--- src/rtl/ex_muldiv.sv ---
// ex_muldiv: iterative 32-cycle MULTU/DIVU with private HI/LO and EX-stage stall.
// acc_q holds {partial product, multiplier} for MUL and {remainder, dividend/quotient} for DIV.
module ex_muldiv (
  input  logic        clk,
  input  logic        clr,
  input  logic        EXmd,
  input  logic [1:0]  EXmdop,
  input  logic [31:0] EXqa,
  input  logic [31:0] EXqb,
  output logic        busy,
  output logic        stall,
  output logic        mdsel,
  output logic [31:0] mdres,
  output logic [31:0] hi,
  output logic [31:0] lo
);
  typedef enum logic [1:0] {IDLE, MUL, DIV} state_t;
  state_t      state_q;
  logic [4:0]  cnt_q;
  logic [31:0] op_q, hi_q, lo_q;
  logic [63:0] acc_q, acc_d;
  logic [32:0] msum, rem, diff;
  logic        start, rd;
  assign start = EXmd & ~EXmdop[1];
  assign rd    = EXmd & EXmdop[1];
  assign busy  = state_q != IDLE;
  assign stall = busy & (start | rd);
  assign mdsel = rd & ~stall;
  assign mdres = EXmdop[0] ? lo_q : hi_q;
  assign hi    = hi_q;
  assign lo    = lo_q;
  // op_q is the multiplicand for MUL and the divisor for DIV
  always_comb begin
    msum  = {1'b0, acc_q[63:32]} + (acc_q[0] ? {1'b0, op_q} : 33'd0);
    rem   = {acc_q[63:32], acc_q[31]};
    diff  = rem - {1'b0, op_q};
    acc_d = (state_q == MUL) ? {msum, acc_q[31:1]} :
            diff[32] ? {rem[31:0], acc_q[30:0], 1'b0} : {diff[31:0], acc_q[30:0], 1'b1};
  end
  always_ff @(posedge clk or posedge clr) begin
    if (clr) begin
      state_q <= IDLE;
      cnt_q   <= 5'd0;
      op_q    <= 32'd0;
      acc_q   <= 64'd0;
      hi_q    <= 32'd0;
      lo_q    <= 32'd0;
    end else if (state_q == IDLE) begin
      if (start) begin
        op_q    <= EXmdop[0] ? EXqb : EXqa;
        acc_q   <= {32'd0, EXmdop[0] ? EXqa : EXqb};
        cnt_q   <= 5'd0;
        state_q <= EXmdop[0] ? DIV : MUL;
      end
    end else begin
      acc_q <= acc_d;
      cnt_q <= cnt_q + 5'd1;
      if (cnt_q == 5'd31) begin
        hi_q    <= acc_d[63:32];
        lo_q    <= acc_d[31:0];
        state_q <= IDLE;
      end
    end
  end
endmodule

--- config.mk ---
export PLATFORM = sky130hd
export DESIGN_NAME = ex_muldiv
export DESIGN_NICKNAME = d
export VERILOG_FILES = /design/src/rtl/ex_muldiv.sv
export SDC_FILE = /design/constraint.sdc
export NUM_CORES = 1
export LEC_CHECK = 0
export ABC_AREA = 0
export BUFFER_PORTS_ARGS = -buffer_cell sky130_fd_sc_hd__buf_2
export CORE_UTILIZATION = 41
export CTS_CLUSTER_SIZE = 30
export DETAILED_ROUTE_END_ITERATION = 6
export GPL_TIMING_DRIVEN = 0
export PLACE_DENSITY_LB_ADDON = 0.12
export SYNTH_ARGS = -nofsm -noshare
export SYNTH_HDL_FRONTEND = slang
export SYNTH_SLANG_ARGS = --single-unit
--- constraint.sdc ---
create_clock -name clk -period 6.6 [get_ports clk]
set_clock_uncertainty 0.2 [all_clocks]
set_input_delay 0.66 -clock clk [delete_from_list [all_inputs] [get_ports clk]]
set_output_delay 0.66 -clock clk [all_outputs]
set_load 0.1 [all_outputs]
==> metrics.txt, run 1 <==
# TYPE chip_impl_metric gauge
chip_impl_metric{name="post-synth-top-area-fraction",unit="%"} 34.7
chip_impl_metric{name="ctsResizeCount",unit=""} 0
chip_impl_info{name="cp_cell_sequence",value="clkbuf_1 > nor2_1 > clkinv_1 > clkbuf_1 > clkbuf_1 > buf_2"} 1
chip_impl_metric{name="gr-total-overflow",unit=""} 0
chip_impl_metric{name="nets",unit=""} 1729
chip_impl_metric{name="timing.final.max_slew_violations",unit=""} 0
chip_impl_info{name="critPathLaunch",value="state_q[1]$_DFFE_PP0P_"} 1
chip_impl_metric{name="synth-warning-count",unit=""} 0
chip_impl_metric{name="setup_repair_bufs_after_cts",unit=""} 0
chip_impl_metric{name="drt-wirelength-per-cell",unit="µm"} 22.0
chip_impl_metric{name="post_cts_hold_buffer_count",unit=""} 0
chip_impl_metric{name="filler_cell_count",unit=""} 2852
chip_impl_metric{name="arrival",unit="ps"} 3530
chip_impl_info{name="crit_type",value="flip-flop to output pin"} 1
chip_impl_metric{name="critical_path.n_buffers_inverters",unit=""} 5
chip_impl_metric{name="track_usage",unit="%"} 29.4
chip_impl_metric{name="worst_max_slew_margin_expressed_relative_to_the_limit",unit="%"} 17.1
chip_impl_metric{name="dieArea",unit="µm²"} 30000
chip_impl_metric{name="cts.htree.levels",unit=""} 4
chip_impl_metric{name="fp-row-count",unit=""} 62
chip_impl_metric{name="number_of_cells_traversed_by_the_worst_register_to_register_path",unit=""} 13
chip_impl_metric{name="die_width",unit="µm"} 173
chip_impl_metric{name="yosysUniqueCellTypes",unit=""} 64
chip_impl_metric{name="synth_compound_area_share",unit="%"} 22.5
chip_impl_info{name="tritoncts",value="yes"} 1
chip_impl_metric{name="synthesis_to_layout_area_growth",unit="%"} 16.6
chip_impl_metric{name="clock_sinks",unit=""} 167
chip_impl_metric{name="detail_route.drc_violations",unit=""} 0
chip_impl_metric{name="synth-adder-area-share",unit="%"} 7.20
chip_impl_metric{name="placed_cells",unit=""} 1957
chip_impl_metric{name="final_period_minus_worst_setup_slack",unit="ps"} 4390
chip_impl_metric{name="dp_hpwl",unit="µm"} 33700
chip_impl_info{name="critPathSlowestCell",value="sky130_fd_sc_hd__nor2_1"} 1
chip_impl_info{name="cp_top_family",value="buffers and inverters"} 1
chip_impl_metric{name="ant_nets",unit=""} 0
chip_impl_info{name="regToRegStartpoint",value="acc_q[0]$_DFFE_PP0P_"} 1
chip_impl_metric{name="drt_iter0_markers",unit=""} 794
chip_impl_info{name="cts_root_buffer",value="sky130_fd_sc_hd__clkbuf_16"} 1
chip_impl_metric{name="final_cell_area",unit="µm²"} 14000
chip_impl_metric{name="ios",unit=""} 168
chip_impl_metric{name="tritoncts.num_buffers",unit=""} 17
chip_impl_metric{name="syn_inst",unit=""} 1406
chip_impl_info{name="status",value="complete, no violations"} 1
chip_impl_metric{name="number_of_flip_flops_and_latches_in_the_synthesized_netlist",unit=""} 167
chip_impl_metric{name="hold_violations",unit=""} 0
chip_impl_metric{name="cap_violations",unit=""} 0
chip_impl_metric{name="final_cell_count_no_fill",unit=""} 1992
chip_impl_metric{name="die_height",unit="µm"} 173
chip_impl_metric{name="antenna_violations_before_repair",unit=""} 3
chip_impl_info{name="setup.worst_path.start_class",value="flip-flop"} 1
chip_impl_metric{name="path_clk_slew",unit="ps"} 70
chip_impl_metric{name="setup_tns_after_final_layout",unit="ps"} 0
chip_impl_metric{name="start_util",unit="%"} 41.8
chip_impl_metric{name="detailed_place.area",unit="µm²"} 13400
chip_impl_metric{name="synth_edf_count",unit=""} 0
chip_impl_metric{name="place.port_buffers",unit=""} 166
chip_impl_info{name="largest_family_of_logic_cells_by_synthesized_area",value="compound AO/OA/AOI/OAI gates"} 1
chip_impl_metric{name="source_to_sink_clock_delay_at_the_later_pin_of_the_worst_skew_pair",unit="ps"} 440
chip_impl_metric{name="tightest_slew",unit="ps"} 1240
chip_impl_metric{name="synthXorXnorAreaFrac",unit="%"} 4.08
chip_impl_metric{name="ctsLongestPathBuffers",unit=""} 2
chip_impl_metric{name="worst-endpoint-required",unit="ps"} 5740
chip_impl_metric{name="floorplan.core_area",unit="µm²"} 28800
chip_impl_metric{name="layout-drive-gt1-share",unit="%"} 15.5
chip_impl_metric{name="synth.avg_cell_area",unit="µm²"} 8.55
chip_impl_metric{name="cpPeakStageDelay",unit="ps"} 820
chip_impl_metric{name="final.hold.worst_slack",unit="ps"} 69.4
chip_impl_metric{name="first_global_vias",unit=""} 11000
chip_impl_metric{name="timing.final.crit_share",unit="%"} 66.6
chip_impl_metric{name="achievable-frequency",unit="MHz"} 228
chip_impl_metric{name="via_count",unit=""} 11500
chip_impl_metric{name="synth_simple_gate_area_share",unit="%"} 14.9
chip_impl_metric{name="vias_per_cell",unit=""} 5.78
chip_impl_metric{name="ys_seq_area_share",unit="%"} 34.7
chip_impl_metric{name="timing.final.setup_violations",unit=""} 0
chip_impl_metric{name="crit_path_max_fanout",unit=""} 10
chip_impl_metric{name="grt_pass1_wl",unit="µm"} 66800
chip_impl_info{name="cp-end-kind",value="output pin"} 1
chip_impl_metric{name="muxShareOfSynthArea",unit="%"} 12.0
chip_impl_info{name="synth_area_leaders",value="sky130_fd_sc_hd__dfrtp_1 35%, sky130_fd_sc_hd__mux2i_1 8.8%, sky130_fd_sc_hd__ha_1 6.9%, sky130_fd_sc_hd__a21oi_1 6.1%, sky130_fd_sc_hd__nand2_1 4.8%"} 1
chip_impl_info{name="yosys.area.top_type",value="sky130_fd_sc_hd__dfrtp_1"} 1
chip_impl_metric{name="cp.depth",unit=""} 6
chip_impl_info{name="ys_dominant_reg_cell",value="sky130_fd_sc_hd__dfrtp_1"} 1
chip_impl_info{name="cell_repeated_most_along_the_worst_path",value="sky130_fd_sc_hd__clkbuf_1"} 1
chip_impl_metric{name="netlist_area_before_placement",unit="µm²"} 12000
chip_impl_metric{name="maximum_number_of_pins_on_one_net_before_global_route_repair",unit=""} 89
chip_impl_metric{name="routed_wirelength",unit="µm"} 43900
chip_impl_info{name="grt_setup_unrepaired",value="no"} 1
chip_impl_metric{name="place.gp.congestion",unit=""} 0.969
chip_impl_metric{name="mappedNetlistNets",unit=""} 1543
chip_impl_metric{name="drtPass1Iterations",unit=""} 5
chip_impl_info{name="hold_path_class",value="primary input to asynchronous set/reset pin"} 1
chip_impl_metric{name="asyncSetResetFlopFracSynth",unit="%"} 100
final cells by class:
| cell class | instances | area, µm² | share of cell area (%) |
|---|---|---|---|
| clock buffers | 21 | 470 | 3.36 |
| repair buffers | 167 | 858 | 6.12 |
| plain buffers | 86 | 367 | 2.61 |
| multi-input cells | 1106 | 7310 | 52.1 |
| inverters | 47 | 184 | 1.31 |
| flip-flops and latches | 167 | 4180 | 29.8 |
| clock inverters | 11 | 170 | 1.21 |
| diodes | 3 | 7.51 | 0.0535 |
| well taps | 384 | 480 | 3.43 |
worst paths after layout:
path	slack, ps	endpoint
max in group asynchronous	5220	lo[5]$_DFFE_PP0P_
max	2210	busy
min	70	lo[22]$_DFFE_PP0P_
min in group clk	300	hi[5]$_DFFE_PP0P_
min reg2reg	300	hi[5]$_DFFE_PP0P_
max reg2reg	2280	hi[29]$_DFFE_PP0P_
kinds of logic (layout without fill, tap and decap cells):
| kind of cell | Yosys count | after routing |
|---|---|---|
| AO/OA/AOI/OAI | 443 | 443 |
| AND/OR/NAND/NOR | 399 | 399 |
| flip-flops | 167 | 167 |
| multiplexers | 140 | 140 |
| buffers and inverters | 133 | 332 |
| adder cells (fa/ha/maj) | 68 | 68 |
| XOR/XNOR | 56 | 56 |
| other | 0 | 3 |
placed cells by master (no fill, tap or decap), drive strengths merged, types with 4 or more instances in the layout:
cell,netlist,final
a41oi,4,4
o31ai,12,12
clkinv,2,5
o21a,13,13
bufinv,0,4
clkbuf,64,85
xor2,21,21
o21bai,7,7
nor3,13,13
or3,4,4
nand4,11,11
nand2,153,153
xnor2,35,35
mux2,34,34
a22o,11,11
and3,17,17
o21ai,113,113
a211oi,48,48
inv,45,46
nand2b,6,6
buf,22,189
nor2b,8,8
nand3,17,17
ha,66,66
a21o,30,30
a21oi,146,146
o211ai,14,14
a31oi,17,17
dfrtp,167,167
nor2,122,122
and2,35,35
and4,4,4
a21boi,4,4
mux2i,106,106
per-stage QoR:
step	setup slack [ps]	util (%)
2_1_floorplan	1220	-
3_3_place_gp	-1070	46.3
3_5_place_dp	2330	46.5
4_1_cts	2250	48.7
5_1_grt	2010	48.7
6_report	2210	48.7
synth_stat cells (all sizes together), types with 4 or more instances:
library cell  instances
mux2                 34
clkbuf               64
o21a                 13
o21ai               113
a22o                 11
ha                   66
xor2                 21
inv                  45
nand2b                6
nand2               153
and2                 35
o31ai                12
nor3                 13
a21boi                4
mux2i               106
or3                   4
a21oi               146
a21o                 30
buf                  22
and4                  4
and3                 17
a41oi                 4
o21bai                7
nand3                17
dfrtp               167
nor2b                 8
a31oi                17
a211oi               48
nor2                122
nand4                11
o211ai               14
xnor2                35
sequential cells by signal, indices dropped and copies added (netlist names):
name     count
acc_q       64
cnt_q        5
hi          32
lo          32
op_q        32
state_q      2
metal layers:
metal | track usage (%) | wire length (µm) | vias up
met5 | 0 | 9 | -
met4 | 8.70 | 968 | 2
met3 | 4.85 | 3050 | 61
met2 | 44.7 | 19100 | 426
met1 | 42.6 | 20700 | 5602
li1 | - | - | 5432
worst reg2reg max path, delay by kind of cell, from the launching register on:
family	cells	cell delay, ps
simple gates	3	760
compound gates	7	1850
buf+inv	1	370
xor+xnor	1	200
flops	1	550
fa+ha+maj	1	280
Power of run 1 is not shown: default switching activity piles up to over one toggle a cycle in this logic, so the estimate is an artifact.
==> run 2, diff against run 1 <==
==> constraint.sdc (replaced) <==
create_clock -name clk -period 3.7 [get_ports clk]
set_clock_uncertainty 0.2 [all_clocks]
set_input_delay 0.37 -clock clk [delete_from_list [all_inputs] [get_ports clk]]
set_output_delay 0.37 -clock clk [all_outputs]
set_load 0.1 [all_outputs]
==> metrics.txt, run 2 (synthesis results as in run 1) <==
# TYPE chip_impl_metric gauge
chip_impl_info{name="min_delay_worst_endpoint",value="op_q[5]$_DFFE_PP0P_"} 1
chip_impl_info{name="r2r_end",value="hi[29]$_DFFE_PP0P_"} 1
chip_impl_metric{name="ctsLongestPathBuffers",unit=""} 2
chip_impl_metric{name="ant_nets",unit=""} 0
chip_impl_metric{name="drt-wirelength-per-cell",unit="µm"} 21.8
chip_impl_metric{name="gr-total-overflow",unit=""} 0
chip_impl_metric{name="hold_violations",unit=""} 0
chip_impl_metric{name="timing.final.max_slew_violations",unit=""} 0
chip_impl_metric{name="layout-drive-gt1-share",unit="%"} 19.8
chip_impl_metric{name="synthesis_to_layout_area_growth",unit="%"} 19.4
chip_impl_metric{name="arrival",unit="ps"} 3750
chip_impl_metric{name="timing.hold.worst_path_depth",unit=""} 3
chip_impl_metric{name="die_height",unit="µm"} 173
chip_impl_info{name="status",value="complete, no violations"} 1
chip_impl_metric{name="largest_register_ffs",unit=""} 64
chip_impl_metric{name="timing.final.crit_share",unit="%"} 98.0
chip_impl_metric{name="via_count",unit=""} 11500
chip_impl_info{name="grt_setup_unrepaired",value="yes"} 1
chip_impl_metric{name="track_usage",unit="%"} 28.9
chip_impl_info{name="setup.worst_path.start_class",value="flip-flop"} 1
chip_impl_metric{name="cap_violations",unit=""} 0
chip_impl_info{name="register_ranked_first_by_flip_flop_count",value="acc_q"} 1
chip_impl_metric{name="timing.final.setup_violations",unit=""} 0
chip_impl_metric{name="place.gp.congestion",unit=""} 0.939
chip_impl_metric{name="ios",unit=""} 168
chip_impl_metric{name="cts.htree.levels",unit=""} 4
chip_impl_metric{name="detail_route.drc_violations",unit=""} 0
chip_impl_metric{name="final.hold.worst_slack",unit="ps"} 51.3
chip_impl_metric{name="r2r_setup_slack",unit="ps"} 80
chip_impl_metric{name="sequential_cell_area",unit="µm²"} 4180
chip_impl_metric{name="worst-endpoint-required",unit="ps"} 3830
chip_impl_metric{name="grt_pass1_wl",unit="µm"} 66000
chip_impl_metric{name="die_width",unit="µm"} 173
chip_impl_info{name="tritoncts",value="yes"} 1
chip_impl_metric{name="first_global_vias",unit=""} 11100
chip_impl_metric{name="fp-row-count",unit=""} 62
chip_impl_metric{name="antenna_violations_before_repair",unit=""} 1
chip_impl_metric{name="worst_max_slew_margin_expressed_relative_to_the_limit",unit="%"} 28.8
chip_impl_metric{name="drt_iter0_markers",unit=""} 862
chip_impl_metric{name="source_to_sink_clock_delay_at_the_later_pin_of_the_worst_skew_pair",unit="ps"} 440
chip_impl_info{name="worst_hold_startpoint",value="EXqb[5]"} 1
chip_impl_metric{name="path_clk_slew",unit="ps"} 70
chip_impl_metric{name="final_core_util",unit="%"} 49.9
chip_impl_metric{name="place.port_buffers",unit=""} 166
chip_impl_metric{name="number_of_cells_traversed_by_the_worst_register_to_register_path",unit=""} 14
chip_impl_metric{name="crit_path_max_fanout",unit=""} 10
chip_impl_metric{name="filler_cell_count",unit=""} 2828
chip_impl_metric{name="tightest_slew",unit="ps"} 1060
chip_impl_metric{name="final_period_minus_worst_setup_slack",unit="ps"} 3620
chip_impl_info{name="top_library_cells_by_usage_in_the_layout_fill_and_taps_aside",value="167 x sky130_fd_sc_hd__buf_2, 163 x sky130_fd_sc_hd__dfrtp_1, 153 x sky130_fd_sc_hd__nand2_1"} 1
chip_impl_metric{name="nets",unit=""} 1737
chip_impl_metric{name="area_taken_by_multi_input_logic_gates",unit="µm²"} 7560
chip_impl_metric{name="start_util",unit="%"} 41.8
chip_impl_metric{name="tritoncts.num_buffers",unit=""} 17
chip_impl_metric{name="maximum_number_of_pins_on_one_net_before_global_route_repair",unit=""} 41
chip_impl_metric{name="vias_per_cell",unit=""} 5.76
chip_impl_info{name="crit_type",value="flip-flop to flip-flop"} 1
chip_impl_info{name="regToRegStartpoint",value="acc_q[0]$_DFFE_PP0P_"} 1
chip_impl_metric{name="clock_sinks",unit=""} 167
chip_impl_info{name="final_common_cell",value="sky130_fd_sc_hd__buf_2"} 1
chip_impl_metric{name="dp_hpwl",unit="µm"} 33600
chip_impl_metric{name="dieArea",unit="µm²"} 30000
chip_impl_metric{name="drtPass1Iterations",unit=""} 5
chip_impl_metric{name="achievable-frequency",unit="MHz"} 276
chip_impl_info{name="cp-end-kind",value="flip-flop"} 1
chip_impl_metric{name="floorplan.core_area",unit="µm²"} 28800
chip_impl_info{name="hold_path_class",value="primary input to flip-flop"} 1
chip_impl_metric{name="routed_wirelength",unit="µm"} 43500
chip_impl_info{name="cts_root_buffer",value="sky130_fd_sc_hd__clkbuf_16"} 1
==> run 2: cell count changes in the layout (fill, tap and decap cells not counted), moves of 5 or more <==
| cell | change |
|---|---|
| sky130_fd_sc_hd__buf_4 | +12 |
| sky130_fd_sc_hd__o21ai_0 | -12 |
| sky130_fd_sc_hd__clkbuf_1 | -11 |
| sky130_fd_sc_hd__ha_1 | -7 |
| sky130_fd_sc_hd__ha_2 | +6 |
| sky130_fd_sc_hd__o21ai_1 | +6 |
| sky130_fd_sc_hd__o21ai_2 | +6 |
| sky130_fd_sc_hd__buf_12 | +5 |
==> run 2: what timing repair did <==
item / 4_1_cts / 5_1_grt
buffers inserted: 6 / 3
hold endpoints to repair: 35 / 0
pin swaps: 4 / 18
endpoints found under the setup margin: 76 / 62
resized for setup: 33 / 54
hold buffers: 1 / 0
==> run 2: layer usage <==
layer / vias to the layer above / wire [µm] / global-route usage [%]
li1: 5451 / - / -
met3: 46 / 2350 / 3.33
met4: 0 / 864 / 7.82
met5: - / 0 / 0
met2: 364 / 19800 / 46.4
met1: 5647 / 20500 / 41.2
==> run 2: cell type report <==
class                      count  share of cell area, %
multi-input combinational   1106                   52.6
tap                          384                   3.34
antenna                        1                 0.0174
inverter                      47                   1.25
buffer                        81                   2.55
clock buffer                  18                   3.06
clock inverter                14                   1.04
sequential                   167                   29.1
timing repair buffer         180                   6.99
==> run 2: how the worst max path moves through the flow <==
stage                          from               endpoint  slack, ps
2_1_floorplan  acc_q[0]$_DFFE_PP0P_     hi[29]$_DFFE_PP0P_        350
3_3_place_gp   acc_q[0]$_DFFE_PP0P_     hi[29]$_DFFE_PP0P_       -690
3_5_place_dp   acc_q[0]$_DFFE_PP0P_  acc_q[62]$_DFFE_PP0P_       -660
4_1_cts        acc_q[0]$_DFFE_PP0P_     hi[25]$_DFFE_PP0P_          3
5_1_grt        acc_q[0]$_DFFE_PP0P_     hi[29]$_DFFE_PP0P_         -8
6_report       acc_q[0]$_DFFE_PP0P_     hi[29]$_DFFE_PP0P_         80
==> run 2: critical path, stage by stage (launching register included) <==
cell,delay (ps)
sky130_fd_sc_hd__dfrtp_2,440
sky130_fd_sc_hd__buf_4,180
sky130_fd_sc_hd__and2_1,170
sky130_fd_sc_hd__ha_4,290
sky130_fd_sc_hd__a21o_1,160
sky130_fd_sc_hd__nand4_1,170
sky130_fd_sc_hd__a21oi_2,250
sky130_fd_sc_hd__nor4_2,60
sky130_fd_sc_hd__buf_4,150
sky130_fd_sc_hd__o31a_1,390
sky130_fd_sc_hd__o31ai_4,310
sky130_fd_sc_hd__o41ai_2,130
sky130_fd_sc_hd__xor2_1,180
sky130_fd_sc_hd__nor2_1,80
sky130_fd_sc_hd__a221o_1,350
==> run 2: stage by stage <==
stage / TNS [ps] / setup slack [ps] / std cells / area, µm²
CTS: 0 / 3.24 / 1998 / 14200
global placement: -42790 / -692 / 1956 / 13300
finish: 0 / 75.7 / 1998 / 14400
global route: -8.55 / -8.21 / 1997 / 14400
floorplan: 0 / 345 / 1406 / 12000
detailed placement: -15810 / -656 / 1960 / 13400
Power of run 2 is left out for the same reason.
==> run 3, diff against run 2 <==
--- a/config.mk
+++ b/config.mk
@@ -6,8 +6,9 @@
 export NUM_CORES = 1
 export LEC_CHECK = 0
 export ABC_AREA = 0
+export ABC_CLOCK_PERIOD_IN_PS = 3700
 export BUFFER_PORTS_ARGS = -buffer_cell sky130_fd_sc_hd__buf_2
-export CORE_UTILIZATION = 41
+export CORE_UTILIZATION = 40
 export CTS_CLUSTER_SIZE = 30
 export DETAILED_ROUTE_END_ITERATION = 6
 export GPL_TIMING_DRIVEN = 0
==> metrics.txt, run 3 (synthesis results as in run 1) <==
# TYPE chip_impl_metric gauge
chip_impl_info{name="worst_hold_startpoint",value="EXqa[29]"} 1
chip_impl_info{name="setup.worst_path.start_class",value="flip-flop"} 1
chip_impl_info{name="hold_path_class",value="primary input to flip-flop"} 1
chip_impl_info{name="cp-end-kind",value="flip-flop"} 1
chip_impl_info{name="cp_cell_sequence",value="buf_6 > and2_1 > ha_1 > a21oi_2 > o211ai_1 > a22oi_2 > o21ai_1 > nor4_2 > o21ai_2 > a31oi_2 > xnor2_1 > mux2i_1 > o21ai_0"} 1
chip_impl_metric{name="drtPass1Iterations",unit=""} 5
chip_impl_metric{name="track_usage",unit="%"} 29.2
chip_impl_info{name="tritoncts",value="yes"} 1
chip_impl_metric{name="worst_max_slew_margin_expressed_relative_to_the_limit",unit="%"} 10.7
chip_impl_metric{name="routed_wirelength",unit="µm"} 44700
chip_impl_metric{name="detail_route.drc_violations",unit=""} 0
chip_impl_metric{name="dp_hpwl",unit="µm"} 34700
chip_impl_metric{name="largest_register_ffs",unit=""} 64
chip_impl_metric{name="tightest_slew",unit="ps"} 1330
chip_impl_metric{name="crit_path_max_fanout",unit=""} 10
chip_impl_metric{name="worst-endpoint-required",unit="ps"} 3790
chip_impl_metric{name="layout-drive-gt1-share",unit="%"} 20.6
chip_impl_info{name="register_ranked_first_by_flip_flop_count",value="acc_q"} 1
chip_impl_metric{name="ant_nets",unit=""} 0
chip_impl_metric{name="arrival",unit="ps"} 3710
chip_impl_metric{name="clock_sinks",unit=""} 167
chip_impl_info{name="status",value="complete, no violations"} 1
chip_impl_metric{name="timing.final.max_slew_violations",unit=""} 0
chip_impl_metric{name="floorplan.core_area",unit="µm²"} 29600
chip_impl_metric{name="fp-row-count",unit=""} 63
chip_impl_metric{name="filler_cell_count",unit=""} 2971
chip_impl_metric{name="vias_per_cell",unit=""} 5.76
chip_impl_metric{name="dieArea",unit="µm²"} 30800
chip_impl_metric{name="first_global_vias",unit=""} 11100
chip_impl_metric{name="synthesis_to_layout_area_growth",unit="%"} 20.9
chip_impl_info{name="critPathSlowestCell",value="sky130_fd_sc_hd__dfrtp_2"} 1
chip_impl_metric{name="source_to_sink_clock_delay_at_the_later_pin_of_the_worst_skew_pair",unit="ps"} 450
chip_impl_metric{name="tritoncts.num_buffers",unit=""} 17
chip_impl_info{name="grt_setup_unrepaired",value="yes"} 1
chip_impl_metric{name="gr-total-overflow",unit=""} 0
chip_impl_info{name="critPathLaunch",value="acc_q[0]$_DFFE_PP0P_"} 1
chip_impl_metric{name="nets",unit=""} 1745
chip_impl_metric{name="antenna_violations_before_repair",unit=""} 2
chip_impl_info{name="final_common_cell",value="sky130_fd_sc_hd__buf_2"} 1
chip_impl_metric{name="drt_iter0_markers",unit=""} 1068
chip_impl_metric{name="timing.final.setup_violations",unit=""} 0
chip_impl_info{name="top_library_cells_by_usage_in_the_layout_fill_and_taps_aside",value="167 x sky130_fd_sc_hd__buf_2, 166 x sky130_fd_sc_hd__dfrtp_1, 152 x sky130_fd_sc_hd__nand2_1"} 1
chip_impl_metric{name="path_clk_slew",unit="ps"} 70
chip_impl_metric{name="hold_violations",unit=""} 0
chip_impl_metric{name="die_width",unit="µm"} 175
chip_impl_metric{name="achievable-frequency",unit="MHz"} 277
chip_impl_info{name="cts_root_buffer",value="sky130_fd_sc_hd__clkbuf_16"} 1
chip_impl_metric{name="timing.final.crit_share",unit="%"} 97.7
chip_impl_metric{name="place.port_buffers",unit=""} 166
chip_impl_metric{name="maximum_number_of_pins_on_one_net_before_global_route_repair",unit=""} 41
chip_impl_metric{name="grt_pass1_wl",unit="µm"} 67700
chip_impl_info{name="crit_type",value="flip-flop to flip-flop"} 1
chip_impl_metric{name="ctsLongestPathBuffers",unit=""} 2
chip_impl_metric{name="cpPeakStageDelay",unit="ps"} 470
chip_impl_metric{name="via_count",unit=""} 11600
chip_impl_metric{name="final.hold.worst_slack",unit="ps"} 43.6
chip_impl_metric{name="ios",unit=""} 168
chip_impl_metric{name="start_util",unit="%"} 40.6
chip_impl_metric{name="final_period_minus_worst_setup_slack",unit="ps"} 3610
chip_impl_metric{name="die_height",unit="µm"} 175
chip_impl_metric{name="cts.htree.levels",unit=""} 4
chip_impl_metric{name="cap_violations",unit=""} 0
chip_impl_metric{name="place.gp.congestion",unit=""} 0.922
chip_impl_info{name="regToRegStartpoint",value="acc_q[0]$_DFFE_PP0P_"} 1
chip_impl_metric{name="drt-wirelength-per-cell",unit="µm"} 22.2
-- run 3: final cells by class --
class	instances	area [µm²]	share of cell area, %
multi-input cells	1106	7650	52.6
plain buffers	82	405	2.79
repair buffers	187	1050	7.21
flip-flops and latches	167	4180	28.7
inverters	47	180	1.24
clock buffers	18	439	3.02
well taps	390	488	3.35
clock inverters	14	155	1.07
diodes	1	2.50	0.0172
-- run 3: through the flow --
stage / instance area, µm² / setup WS, ps / TNS [ps] / util (%) / std cells
2_1_floorplan: 12000 / 345 / 0 / - / 1406
3_3_place_gp: 13400 / -637 / -68030 / 45.0 / 1962
3_5_place_dp: 13400 / -609 / -25780 / 45.3 / 1966
4_1_cts: 14200 / -19.7 / -19.7 / 48.0 / 2001
5_1_grt: 14500 / -63.5 / -63.9 / 49.1 / 2011
6_report: 14500 / 86.3 / 0 / 49.1 / 2012
-- run 3: path summary, 6_finish.rpt --
check	slack (ps)	cells after the start	endpoint
max	90	13	hi[24]$_DFFE_PP0P_
min	40	3	op_q[29]$_DFFE_PP0P_
max reg2reg	90	13	hi[24]$_DFFE_PP0P_
min reg2reg	310	1	cnt_q[2]$_DFFE_PP0P_
max in group asynchronous	2020	5	hi[21]$_DFFE_PP0P_
min in group asynchronous	380	3	lo[6]$_DFFE_PP0P_
-- run 3: layer usage --
metal / wire [µm] / track usage, %
met1: 21300 / 43.4
met2: 19600 / 44.2
met3: 3050 / 4.83
met4: 649 / 6.34
met5: 23 / 0
-- run 3: what timing repair did --
item,4_1_cts,5_1_grt
setup endpoints to repair,104,67
resized for setup,43,70
pin swaps,7,21
setup buffers,4,12
hold endpoints to repair,25,0
hold buffers,1,0
-- run 3: worst max-delay path, delay by kind of cell, from the launching register on --
kind	cells	cell delay, ps
simple gates	2	510
xor+xnor	1	100
mux	1	300
compound gates	7	1350
flops	1	470
buf+inv	1	160
fa+ha+maj	1	370
Power of run 3 is left out for the same reason.
